===== src/rtl/fetch_queue.sv =====
// Instruction prefetch queue: owns the fetch PC, issues word requests over a req/ack port
// and presents {instr, pc, pc+4} to decode. Optional same-cycle bypass: FETCHQ_BYPASS_EN.
module fetch_queue #(
    parameter int          DEPTH    = 4,
    parameter logic [31:0] RESET_PC = 32'h0000_0000
) (
    input  logic        clk,
    input  logic        rst,
    input  logic        redirect,
    input  logic [31:0] redirect_pc,
    input  logic        deq,
    output logic        imem_req,
    output logic [31:0] imem_addr,
    input  logic        imem_ack,
    input  logic [31:0] imem_rdata,
    output logic        out_valid,
    output logic [31:0] out_instr,
    output logic [31:0] out_pc,
    output logic [31:0] out_pc_plus4,
    output logic        busy
);
    localparam int          PW   = $clog2(DEPTH);
    localparam logic [PW:0] FULL = (PW + 1)'(DEPTH);
    localparam logic [31:0] NOP  = 32'h0000_0013;

    logic [31:0] fpc, fpcN;
    logic [31:0] addrQ, addrN;
    logic [PW-1:0] rdPtr, rdN, wrPtr, wrN;
    logic [PW:0] count, countN;
    logic stale, staleN;
    logic reqQ, reqN;

    logic [31:0] instrMem [0:DEPTH-1];
    logic [31:0] pcMem    [0:DEPTH-1];

    logic pending;
    logic ackLive;
    logic bypass;
    logic bypassTake;
    logic enq;
    logic doDeq;
    logic queueValid;

    assign queueValid = (count != '0);
    assign pending    = reqQ & ~imem_ack;
    // Acks belonging to a transaction abandoned by a redirect are dropped.
    assign ackLive    = reqQ & imem_ack & ~stale;

`ifdef FETCHQ_BYPASS_EN
    assign bypass     = ackLive & ~redirect & ~queueValid;
`else
    assign bypass     = 1'b0;
`endif
    assign bypassTake = bypass & deq;
    assign enq        = ackLive & ~redirect & ~bypassTake;
    assign doDeq      = queueValid & deq & ~redirect;

    always_comb begin
        fpcN   = fpc;
        addrN  = addrQ;
        rdN    = rdPtr;
        wrN    = wrPtr;
        countN = count;
        staleN = stale;
        reqN   = reqQ;

        if (redirect) begin
            countN = '0;
            rdN    = '0;
            wrN    = '0;
            fpcN   = redirect_pc & ~32'h3;
            if (pending & ~stale)
                staleN = 1'b1;
        end else begin
            if (ackLive)
                fpcN = fpc + 32'd4;
            if (enq)
                wrN = wrPtr + PW'(1);
            if (doDeq)
                rdN = rdPtr + PW'(1);
            countN = count + (PW + 1)'(enq) - (PW + 1)'(doDeq);
        end

        if (stale & reqQ & imem_ack)
            staleN = 1'b0;

        // An unacknowledged transaction must hold its address until the ack.
        if (pending) begin
            reqN = 1'b1;
        end else begin
            reqN  = (countN < FULL);
            addrN = fpcN;
        end
    end

    always_ff @(posedge clk) begin
        if (rst) begin
            fpc   <= RESET_PC;
            addrQ <= RESET_PC;
            rdPtr <= '0;
            wrPtr <= '0;
            count <= '0;
            stale <= 1'b0;
            reqQ  <= 1'b0;
        end else begin
            fpc   <= fpcN;
            addrQ <= addrN;
            rdPtr <= rdN;
            wrPtr <= wrN;
            count <= countN;
            stale <= staleN;
            reqQ  <= reqN;
        end
    end

    always_ff @(posedge clk) begin
        if (enq) begin
            instrMem[wrPtr] <= imem_rdata;
            pcMem[wrPtr]    <= fpc;
        end
    end

    logic [31:0] headInstr;
    logic [31:0] headPc;

    always_comb begin
        headInstr = instrMem[rdPtr];
        headPc    = pcMem[rdPtr];
        if (bypass) begin
            headInstr = imem_rdata;
            headPc    = fpc;
        end
    end

    assign imem_req     = reqQ;
    assign imem_addr    = addrQ;
    assign out_valid    = queueValid | bypass;
    assign out_instr    = out_valid ? headInstr : NOP;
    assign out_pc       = out_valid ? headPc : 32'h0;
    assign out_pc_plus4 = out_pc + 32'd4;
    assign busy         = reqQ | queueValid;
endmodule


===== config.mk =====
export PLATFORM = sky130hd
export DESIGN_NAME = fetch_queue
export DESIGN_NICKNAME = d
export VERILOG_FILES = /design/src/rtl/fetch_queue.sv
export SDC_FILE = /design/constraint.sdc
export NUM_CORES = 1
export LEC_CHECK = 0
export BUFFER_PORTS_ARGS = -buffer_cell sky130_fd_sc_hd__buf_4
export CAP_MARGIN = 0
export CORE_ASPECT_RATIO = 0.8
export CORE_MARGIN = 3
export CORE_UTILIZATION = 52
export DETAILED_ROUTE_END_ITERATION = 8
export PLACE_DENSITY = 0.76
export SETUP_SLACK_MARGIN = 0.2
export SLEW_MARGIN = 10
export SYNTH_ARGS = -nofsm -noshare
export SYNTH_HDL_FRONTEND = slang
export SYNTH_SLANG_ARGS = --single-unit

===== constraint.sdc =====
create_clock -name clk -period 3.27 [get_ports clk]
set_clock_uncertainty 0.15 [all_clocks]
set_input_delay 0.327 -clock clk [delete_from_list [all_inputs] [get_ports clk]]
set_output_delay 0.327 -clock clk [all_outputs]
set_load 0.01 [all_outputs]

==> impl_metrics.env, run 1 <==
export IMPL_r2r_end="imem_req"
export IMPL_worstPathArrival_ps=2940
export IMPL_grt_max_degree=50
export IMPL_cp_depth=9
export IMPL_peakVddDrop_v=0.000351
export IMPL_layout_drive_gt1_share=0.329
export IMPL_crit_path_start_kind="flop"
export IMPL_multiInputGateArea_mm2=0.00451
export IMPL_drc=0
export IMPL_overflow=0
export IMPL_cts_buffers_inserted=34
export IMPL_start_util=0.539
export IMPL_synth_cell_types=59
export IMPL_postLayoutCoreUtil=0.695
export IMPL_async_flop_share=0
export IMPL_hpwlAfterDp_um=21100
export IMPL_powerDensity_mw_per_mm2=502
export IMPL_r2r_start="count[0]"
export IMPL_cts_root_buf="clkbuf_16"
export IMPL_area_growth_pct=28.9
export IMPL_maxCapViolations=0
export IMPL_die_x_um=189
export IMPL_routed_wirelength_um=32700
export IMPL_die_area_mm2=0.0287
export IMPL_clkTransAtPathRegs_ps=70
export IMPL_hold_start="redirect_pc[19]"
export IMPL_rsz0062_at_grt="yes"
export IMPL_swShare=0.214
export IMPL_antenna_left=0
export IMPL_tritoncts="yes"
export IMPL_dp_slack_ps=171
export IMPL_drtIter0Drc=678
export IMPL_finalCritPeriodShare=1.05
export IMPL_nFillCells=1701
export IMPL_synth_edf_count=256
export IMPL_numClockSinks=331
export IMPL_fmax_ghz=0.292
export IMPL_coreArea_mm2=0.0258
export IMPL_fin_ws_ps=-152
export IMPL_rows=52
export IMPL_violations="negative setup slack"
export IMPL_relSlewSlack=0.414
export IMPL_placed_area_mm2=0.0159
export IMPL_min_to="fpc[19]"
export IMPL_ys_seq_area_frac=0.661
export IMPL_crit_fanout=8
export IMPL_path_class="reg -> out"
export IMPL_first_global_vias=8803
export IMPL_worstHoldPathCells=3
export IMPL_syn_cell_area_mm2=0.0139
export IMPL_cpLargestDelayFamily="simple AND/OR/NAND/NOR gates"
export IMPL_status="complete, but fails checks"
export IMPL_antenna_found_initial=1
export IMPL_total_power_uw=9000
export IMPL_postLayoutCellArea_mm2=0.0179
export IMPL_via_per_inst=5.54
export IMPL_syn_avg_cell_area_um2=14.9
export IMPL_port_buffer_count=197
export IMPL_grt_total_usage=0.223
export IMPL_yosysWarnings=0
export IMPL_ys_ff_latch=331
export IMPL_tns_ps=-850
export IMPL_ys_flop_type="edfxtp_1"
export IMPL_gp_congestion=0.844
export IMPL_syn_nets=1008
export IMPL_antenna_diode_count=0
export IMPL_cts_max_level=2
export IMPL_timing_final_crit_period_ps=3420
export IMPL_path_buf_inv=2
export IMPL_grt_pass1_wl_um=50400
export IMPL_rrSetupSlack_ps=400
export IMPL_p_switching_uw=1930
export IMPL_ff2ff_path_depth=12
export IMPL_drtPass1Iterations=5
export IMPL_finalMaxSlewViolations=0
export IMPL_setup_viol=14
export IMPL_leakage_uw=0.00668
export IMPL_crit_path_end_kind="output pin"
export IMPL_die_h_um=152
export IMPL_wl_per_cell_um=20.4
export IMPL_hold_path_class="in -> reg"
export IMPL_fin_nets=1308
export IMPL_seqPwrFrac=0.522
export IMPL_cts_buffer_depth=3
export IMPL_pwr_share_comb=0.064
export IMPL_clk_latency_ps=510
export IMPL_via_count=8894
export IMPL_clkPwrFrac=0.414
export IMPL_crit_chain="nor3_2 > inv_2 > and2_4 > ha_4 > or4b_4 > or2_4 > nor3_4 > xor2_1 > buf_4"
export IMPL_worst_slew_pin_transition_ps=875
export IMPL_intPower_uw=7070
export IMPL_hold_viol=0
export IMPL_synthCells=930
export IMPL_required_ps=2790
export IMPL_cp_slowest_stage_delay_ps=510
export IMPL_seq_area_mm2=0.00920
export IMPL_io_pins=200
export IMPL_slowest_stage="or4b_4"
state kept, by name (all words and copies together), names as in the netlist, named ones only:
signal     cells
rdPtr          2
wrPtr          2
imem_req       1
pcMem        128
fpc           32
count          3
stale          1
instrMem     128
imem_addr     32
metrics by stage:
stage          hold slack, ps  std cells
2_1_floorplan             273        930
3_3_place_gp              297       1463
3_5_place_dp              305       1463
4_1_cts                  6.96       1592
5_1_grt                  14.6       1605
6_report                 24.4       1605
cell families after synthesis:
kind of cell    after synthesis  synth area share
fa+ha+maj                     9           0.00864
buf+inv                      69            0.0242
flops                       331             0.661
xor+xnor                     56            0.0353
compound gates               61            0.0272
mux                          79             0.120
simple gates                325             0.123
worst max-delay path by stage:
stage                  endpoint  slack, ps  startpoint
4_1_cts        out_pc_plus4[22]       -210        flop
6_report       out_pc_plus4[18]       -150    count[1]
3_5_place_dp   out_pc_plus4[22]        170        flop
2_1_floorplan  out_pc_plus4[18]        210        flop
3_3_place_gp   out_pc_plus4[22]        200        flop
5_1_grt        out_pc_plus4[18]       -260        flop
layer usage:
layer / part of all wire / vias up / wire, um / GRT usage
li1: - / 4108 / - / -
met2: 0.44 / 389 / 14500 / 0.328
met1: 0.46 / 4355 / 14900 / 0.348
met4: 0.017 / 2 / 554 / 0.0500
met3: 0.082 / 40 / 2690 / 0.0435
met5: 0.00061 / - / 20 / 0
power by group through the flow:
stage	sequential (uW)	combinational, uW	clock, uW
floorplan	4770	238	0
global placement	4780	492	0
detailed placement	4780	500	0
CTS	4690	562	3780
global route	4700	620	3960
finish	4700	573	3730
area by class of cell:
| class | instances | area share |
|---|---|---|
| multi-input combinational | 530 | 0.252 |
| clock inverter | 19 | 0.00901 |
| sequential | 331 | 0.513 |
| inverter | 19 | 0.00412 |
| tap | 351 | 0.0245 |
| clock buffer | 41 | 0.0509 |
| timing repair buffer | 314 | 0.147 |
placed cells by master (no fill, tap or decap), types with 6 or more instances in the layout:
master | netlist | routed
buf_6 | 3 | 6
and3_1 | 11 | 10
xor2_1 | 21 | 21
dfxtp_1 | 75 | 73
clkinv_1 | 1 | 7
nand2_1 | 61 | 58
o21ai_0 | 20 | 20
nor3_1 | 24 | 18
buf_4 | 3 | 246
a21oi_1 | 16 | 16
clkbuf_16 | 0 | 36
nand3_1 | 30 | 28
mux2i_1 | 12 | 12
a211oi_1 | 7 | 7
and2_1 | 61 | 56
nand4_1 | 16 | 16
ha_1 | 8 | 7
buf_12 | 1 | 6
nor4_1 | 9 | 9
mux4_2 | 57 | 62
and2_4 | 0 | 6
edfxtp_1 | 256 | 256
nor2_1 | 71 | 70
xnor2_1 | 35 | 34
dlygate4sd3_1 | 0 | 54
inv_1 | 18 | 18
what timing repair did:
item | 4_1_cts | 5_1_grt
endpoints found under the hold margin | 157 | 0
hold buffers | 54 | 0
setup endpoints to repair | 22 | 24
resized for setup | 29 | 20
pin swaps | 9 | 15
setup buffers | 15 | 12
gates cloned | 0 | 1
synthesized netlist by cell type, drive strengths merged, types with 19 or more instances:
cell type / instances / area share
edfxtp: 256 / 0.55
o21ai: 22 / 0.0079
clkbuf: 30 / 0.0089
nand3: 30 / 0.011
nor3: 25 / 0.0094
buf: 19 / 0.0095
and2: 66 / 0.030
xnor2: 35 / 0.022
dfxtp: 75 / 0.11
mux4: 67 / 0.11
xor2: 21 / 0.013
nor2: 71 / 0.019
nand2: 61 / 0.016
worst min-delay path, cell delays in order:
cell and delay [ps]:
buf_4 70, nor2_1 50, a211oi_1 190
(Power assumes the default switching activity.)
==> run 2, diff against run 1 <==
- CORE_ASPECT_RATIO: 0.8 -> not set
==> run 2 against run 1 <==
The run still ends with negative setup slack left. Setup slack lost 160 ps. Fmax decreased by 4.6%. First-iteration DRC count is 15% higher. Critical path type unchanged. Critical endpoint unchanged. Largest power group unchanged. Highest routed layer is now met4.
==> impl_metrics.env, run 2 (same netlist as run 1, synthesis figures left out) <==
export IMPL_status="complete, but fails checks"
export IMPL_violations="negative setup slack"
export IMPL_drtPass1Iterations=5
export IMPL_antenna_diode_count=0
export IMPL_clkTransAtPathRegs_ps=60
export IMPL_final_common_cell="edfxtp_1"
export IMPL_relSlewSlack=0.569
export IMPL_intPower_uw=7210
export IMPL_coreArea_mm2=0.0261
export IMPL_place_detailed_instances=1443
export IMPL_path_class="reg -> out"
export IMPL_routed_wirelength_um=32100
export IMPL_final_cell_mix="edfxtp_1, buf_4, dfxtp_1"
export IMPL_finalCritPeriodShare=1.10
export IMPL_clkPwrFrac=0.422
export IMPL_final_cell_count_no_fill=1577
export IMPL_first_global_vias=8883
export IMPL_seqPwrFrac=0.516
export IMPL_gp_congestion=0.795
export IMPL_cts_root_buf="clkbuf_16"
export IMPL_numClockSinks=331
export IMPL_drc=0
export IMPL_swShare=0.207
export IMPL_die_x_um=169
export IMPL_nFillCells=1721
export IMPL_worstPathArrival_ps=3110
export IMPL_hpwlAfterDp_um=20600
export IMPL_tritoncts="yes"
export IMPL_leakage_uw=0.00661
export IMPL_hold_viol=0
export IMPL_crit_chain="buf_6 > mux4_2 > nand4_1 > or4b_4 > buf_4 > buf_6 > or2_4 > nor3_4 > xor2_1 > buf_4"
export IMPL_fmax_ghz=0.279
export IMPL_fin_ws_ps=-316
export IMPL_port_buffer_count=197
export IMPL_pwr_share_comb=0.062
export IMPL_timing_final_crit_period_ps=3590
export IMPL_grt_total_usage=0.222
export IMPL_start_util=0.532
export IMPL_cp_slowest_stage_delay_ps=580
export IMPL_rrSetupSlack_ps=550
export IMPL_setup_viol=15
export IMPL_finalMaxSlewViolations=0
export IMPL_grt_pass1_wl_um=49800
export IMPL_cts_buffers_inserted=35
export IMPL_reg_top3="instrMem (128), pcMem (128)"
export IMPL_maxCapViolations=0
export IMPL_overflow=0
export IMPL_p_switching_uw=1880
export IMPL_worst_slew_pin_transition_ps=647
export IMPL_crit_fanout=6
export IMPL_cpLargestDelayFamily="simple AND/OR/NAND/NOR gates"
export IMPL_drtIter0Drc=779
export IMPL_antenna_left=0
export IMPL_hold_path_class="in -> reg"
export IMPL_powerDensity_mw_per_mm2=508
export IMPL_required_ps=2790
export IMPL_via_count=8837
export IMPL_slowest_stage="or4b_4"
export IMPL_fin_nets=1295
export IMPL_io_pins=200
export IMPL_grt_max_degree=55
export IMPL_crit_path_start_kind="flop"
export IMPL_holdWs_ps=28.6
export IMPL_cts_max_level=2
export IMPL_crit_path_end_kind="output pin"
export IMPL_area_growth_pct=28.6
export IMPL_peakVddDrop_v=0.000386
export IMPL_clk_latency_ps=500
export IMPL_path_buf_inv=4
export IMPL_via_per_inst=5.60
export IMPL_die_area_mm2=0.0287
export IMPL_antenna_found_initial=0
export IMPL_die_h_um=169
export IMPL_rows=59
export IMPL_wl_per_cell_um=20.3
export IMPL_layout_drive_gt1_share=0.329
export IMPL_rsz0062_at_grt="yes"
export IMPL_cts_buffer_depth=3
## run 2: cell count changes in the layout (fill, tap and decap cells not counted), sizes merged
| cell | before | now |
|---|---|---|
| dlygate4sd3 | 54 | 52 |
| clkbuf | 42 | 47 |
| clkinv | 11 | 13 |
| buf | 259 | 248 |
| inv | 24 | 18 |
## run 2: routing by layer
layer / up-vias / global-route usage / wire length (um)
li1: 4087 / - / -
met1: 4339 / 0.322 / 14100
met2: 369 / 0.354 / 15200
met3: 42 / 0.0377 / 2200
met4: 0 / 0.0576 / 585
met5: - / 0 / 0
## run 2: final timing paths
check,endpoint,cells after the start,start
worst min register to register,imem_addr[27],2,imem_addr[27]
worst max-delay path,out_pc_plus4[18],10,flop
worst max register to register,imem_addr[31],6,imem_req
worst min-delay path,fpc[15],3,redirect_pc[15]
## run 2: final cells by class
| class | instances | area [um2] | share of cell area |
|---|---|---|---|
| inverters | 19 | 71.3 | 0.00399 |
| flip-flops and latches | 331 | 9200 | 0.515 |
| repair buffers | 300 | 2480 | 0.139 |
| clock buffers | 47 | 1000 | 0.0562 |
| multi-input cells | 530 | 4580 | 0.256 |
| clock inverters | 15 | 124 | 0.00693 |
| well taps | 335 | 419 | 0.0235 |
## run 2: metrics by stage
step	cell area, um2	TNS (ps)	util	power, uW	worst slack [ps]
3_3_place_gp	15800	0	0.606	5260	105
2_1_floorplan	13900	0	-	5000	209
5_1_grt	17900	-4840	0.684	9380	-402
3_5_place_dp	15800	0	0.606	5270	118
4_1_cts	17700	-3600	0.676	9140	-320
6_report	17900	-3020	0.684	9090	-316
## run 2: timing repair
item	CTS	global route
setup endpoints to repair	22	23
gates resized for setup	21	32
setup buffers	14	6
endpoints found under the hold margin	156	0
hold buffers	52	0
pin swaps	15	13
## run 2: worst register-to-register path, stage by stage (launching register included)
cell and delay (ps):
dfxtp_1 490, nand4b_1 380, or3_1 650, o31ai_1 330, nor3b_1 350, or3_1 170
a21oi_1 50
## run 2: power groups by stage
stage	combinational [uW]	clock, uW	sequential [uW]
floorplan	238	0	4770
global placement	482	0	4770
detailed placement	491	0	4780
CTS	551	3900	4690
global route	608	4070	4700
finish	560	3830	4690
==> run 3, diff against run 2 <==
==> constraint.sdc (replaced) <==
create_clock -name clk -period 3.27 [get_ports clk]
set_clock_uncertainty 0.15 [all_clocks]
set_input_delay 0 -clock clk [delete_from_list [all_inputs] [get_ports clk]]
set_output_delay 0 -clock clk [all_outputs]
set_load 0.01 [all_outputs]
==> run 3 against run 2 <==
The flow now finishes without violations. Utilization up 0.91 points. Sequential share of layout area decreased by 0.67 points. Global-route usage rose by 0.67 points. Die area did not move. Setup slack better by 540 ps. Critical path type unchanged. Largest power group unchanged.
==> impl_metrics.env, run 3 (same netlist as run 1, synthesis figures left out) <==
export IMPL_numClockSinks=331
export IMPL_coreArea_mm2=0.0261
export IMPL_required_ps=3120
export IMPL_overflow=0
export IMPL_clk_latency_ps=500
export IMPL_antenna_found_initial=0
export IMPL_wl_per_cell_um=20.6
export IMPL_clkTransAtPathRegs_ps=60
export IMPL_first_global_vias=9218
export IMPL_crit_path_end_kind="output pin"
export IMPL_hpwlAfterDp_um=20900
export IMPL_holdWs_ps=108
export IMPL_swShare=0.208
export IMPL_antenna_diode_count=0
export IMPL_reg_top3="instrMem (128), pcMem (128)"
export IMPL_via_per_inst=5.68
export IMPL_cts_buffer_depth=3
export IMPL_final_common_cell="edfxtp_1"
export IMPL_leakage_uw=0.00668
export IMPL_hold_start="imem_rdata[31]"
export IMPL_cts_max_level=2
export IMPL_clkPwrFrac=0.415
export IMPL_via_count=9122
export IMPL_worstPathArrival_ps=2900
export IMPL_grt_pass1_wl_um=51300
export IMPL_peakVddDrop_v=0.000352
export IMPL_tns_ps=0
export IMPL_finalMaxSlewViolations=0
export IMPL_cts_root_buf="clkbuf_16"
export IMPL_grt_total_usage=0.228
export IMPL_layout_drive_gt1_share=0.300
export IMPL_crit_fanout=6
export IMPL_gp_congestion=0.806
export IMPL_worst_slew_pin_transition_ps=786
export IMPL_setup_viol=0
export IMPL_path_class="reg -> out"
export IMPL_crit_path_start_kind="flop"
export IMPL_hold_path_class="in -> reg"
export IMPL_cts_buffers_inserted=34
export IMPL_seqPwrFrac=0.519
export IMPL_rsz0062_at_grt="yes"
export IMPL_tritoncts="yes"
export IMPL_die_x_um=169
export IMPL_drc=0
export IMPL_status="finished, final reports clean"
export IMPL_fmax_ghz=0.328
export IMPL_final_cell_mix="edfxtp_1, buf_4, dlygate4sd3_1"
export IMPL_antenna_left=0
export IMPL_timing_final_crit_period_ps=3050
export IMPL_hold_viol=0
export IMPL_total_power_uw=9060
export IMPL_r2r_start="fpc[10]"
export IMPL_rows=59
export IMPL_fin_nets=1325
export IMPL_start_util=0.532
export IMPL_pwr_share_comb=0.067
export IMPL_grt_max_degree=50
export IMPL_relSlewSlack=0.475
export IMPL_die_area_mm2=0.0287
export IMPL_powerDensity_mw_per_mm2=500
export IMPL_die_h_um=169
export IMPL_p_switching_uw=1880
export IMPL_intPower_uw=7180
export IMPL_area_growth_pct=30.3
export IMPL_port_buffer_count=197
export IMPL_io_pins=200
export IMPL_drtPass1Iterations=6
export IMPL_maxCapViolations=0
export IMPL_routed_wirelength_um=33100
export IMPL_finalCritPeriodShare=0.932
export IMPL_drtIter0Drc=844
==> run 3: cell type report <==
class	count	area, um2
clock buffer	47	973
clock inverter	14	121
multi-input combinational	530	4460
inverter	19	71.3
tap	335	419
sequential	331	9200
timing repair buffer	331	2860
fill	1727	8020
==> run 3: metrics by stage <==
stage          setup slack (ps)  std cells  cell area (um2)  utilization
2_1_floorplan               285        930            13900            -
3_3_place_gp                262       1433            15800        0.603
3_5_place_dp                238       1433            15800        0.603
4_1_cts                     193       1601            18000        0.689
5_1_grt                    92.6       1607            18100        0.693
6_report                    222       1607            18100        0.693
==> run 3: power by group through the flow <==
stage	Sequential (uW)	Combinational, uW	Clock [uW]
6_report	4700	606	3760
5_1_grt	4710	654	3990
4_1_cts	4690	593	3820
3_5_place_dp	4780	487	0
3_3_place_gp	4780	479	0
2_1_floorplan	4770	238	0
==> run 3: timing repair <==
item	4_1_cts	5_1_grt
setup buffers	12	6
resized for setup	15	15
cloned	2	0
pin swaps	5	4
endpoints found under the setup margin	20	25
hold buffers	93	0
hold endpoints to repair	200	0
==> run 3: worst max-delay path, cell delays in order, from the launching register on <==
cell     delay [ps]
dfxtp_4         410
mux4_2          570
or4b_4          610
or2_4           280
nor3_4          150
xor2_2          220
buf_4           160
==> run 3: path summary, 6_finish.rpt <==
check / to / slack, ps / cells after the start
max: out_pc_plus4[18] / 220 / 6
min: instrMem[0][31] / 110 / 2
max reg2reg: fpc[27] / 310 / 6
min reg2reg: imem_addr[31] / 320 / 2
==> run 3: routing by layer <==
layer	global-route usage	vias up	wire length [um]
li1	-	4144	-
met1	0.325	4489	14000
met2	0.378	439	15900
met3	0.0380	50	2560
met4	0.0487	0	597
met5	0	-	0
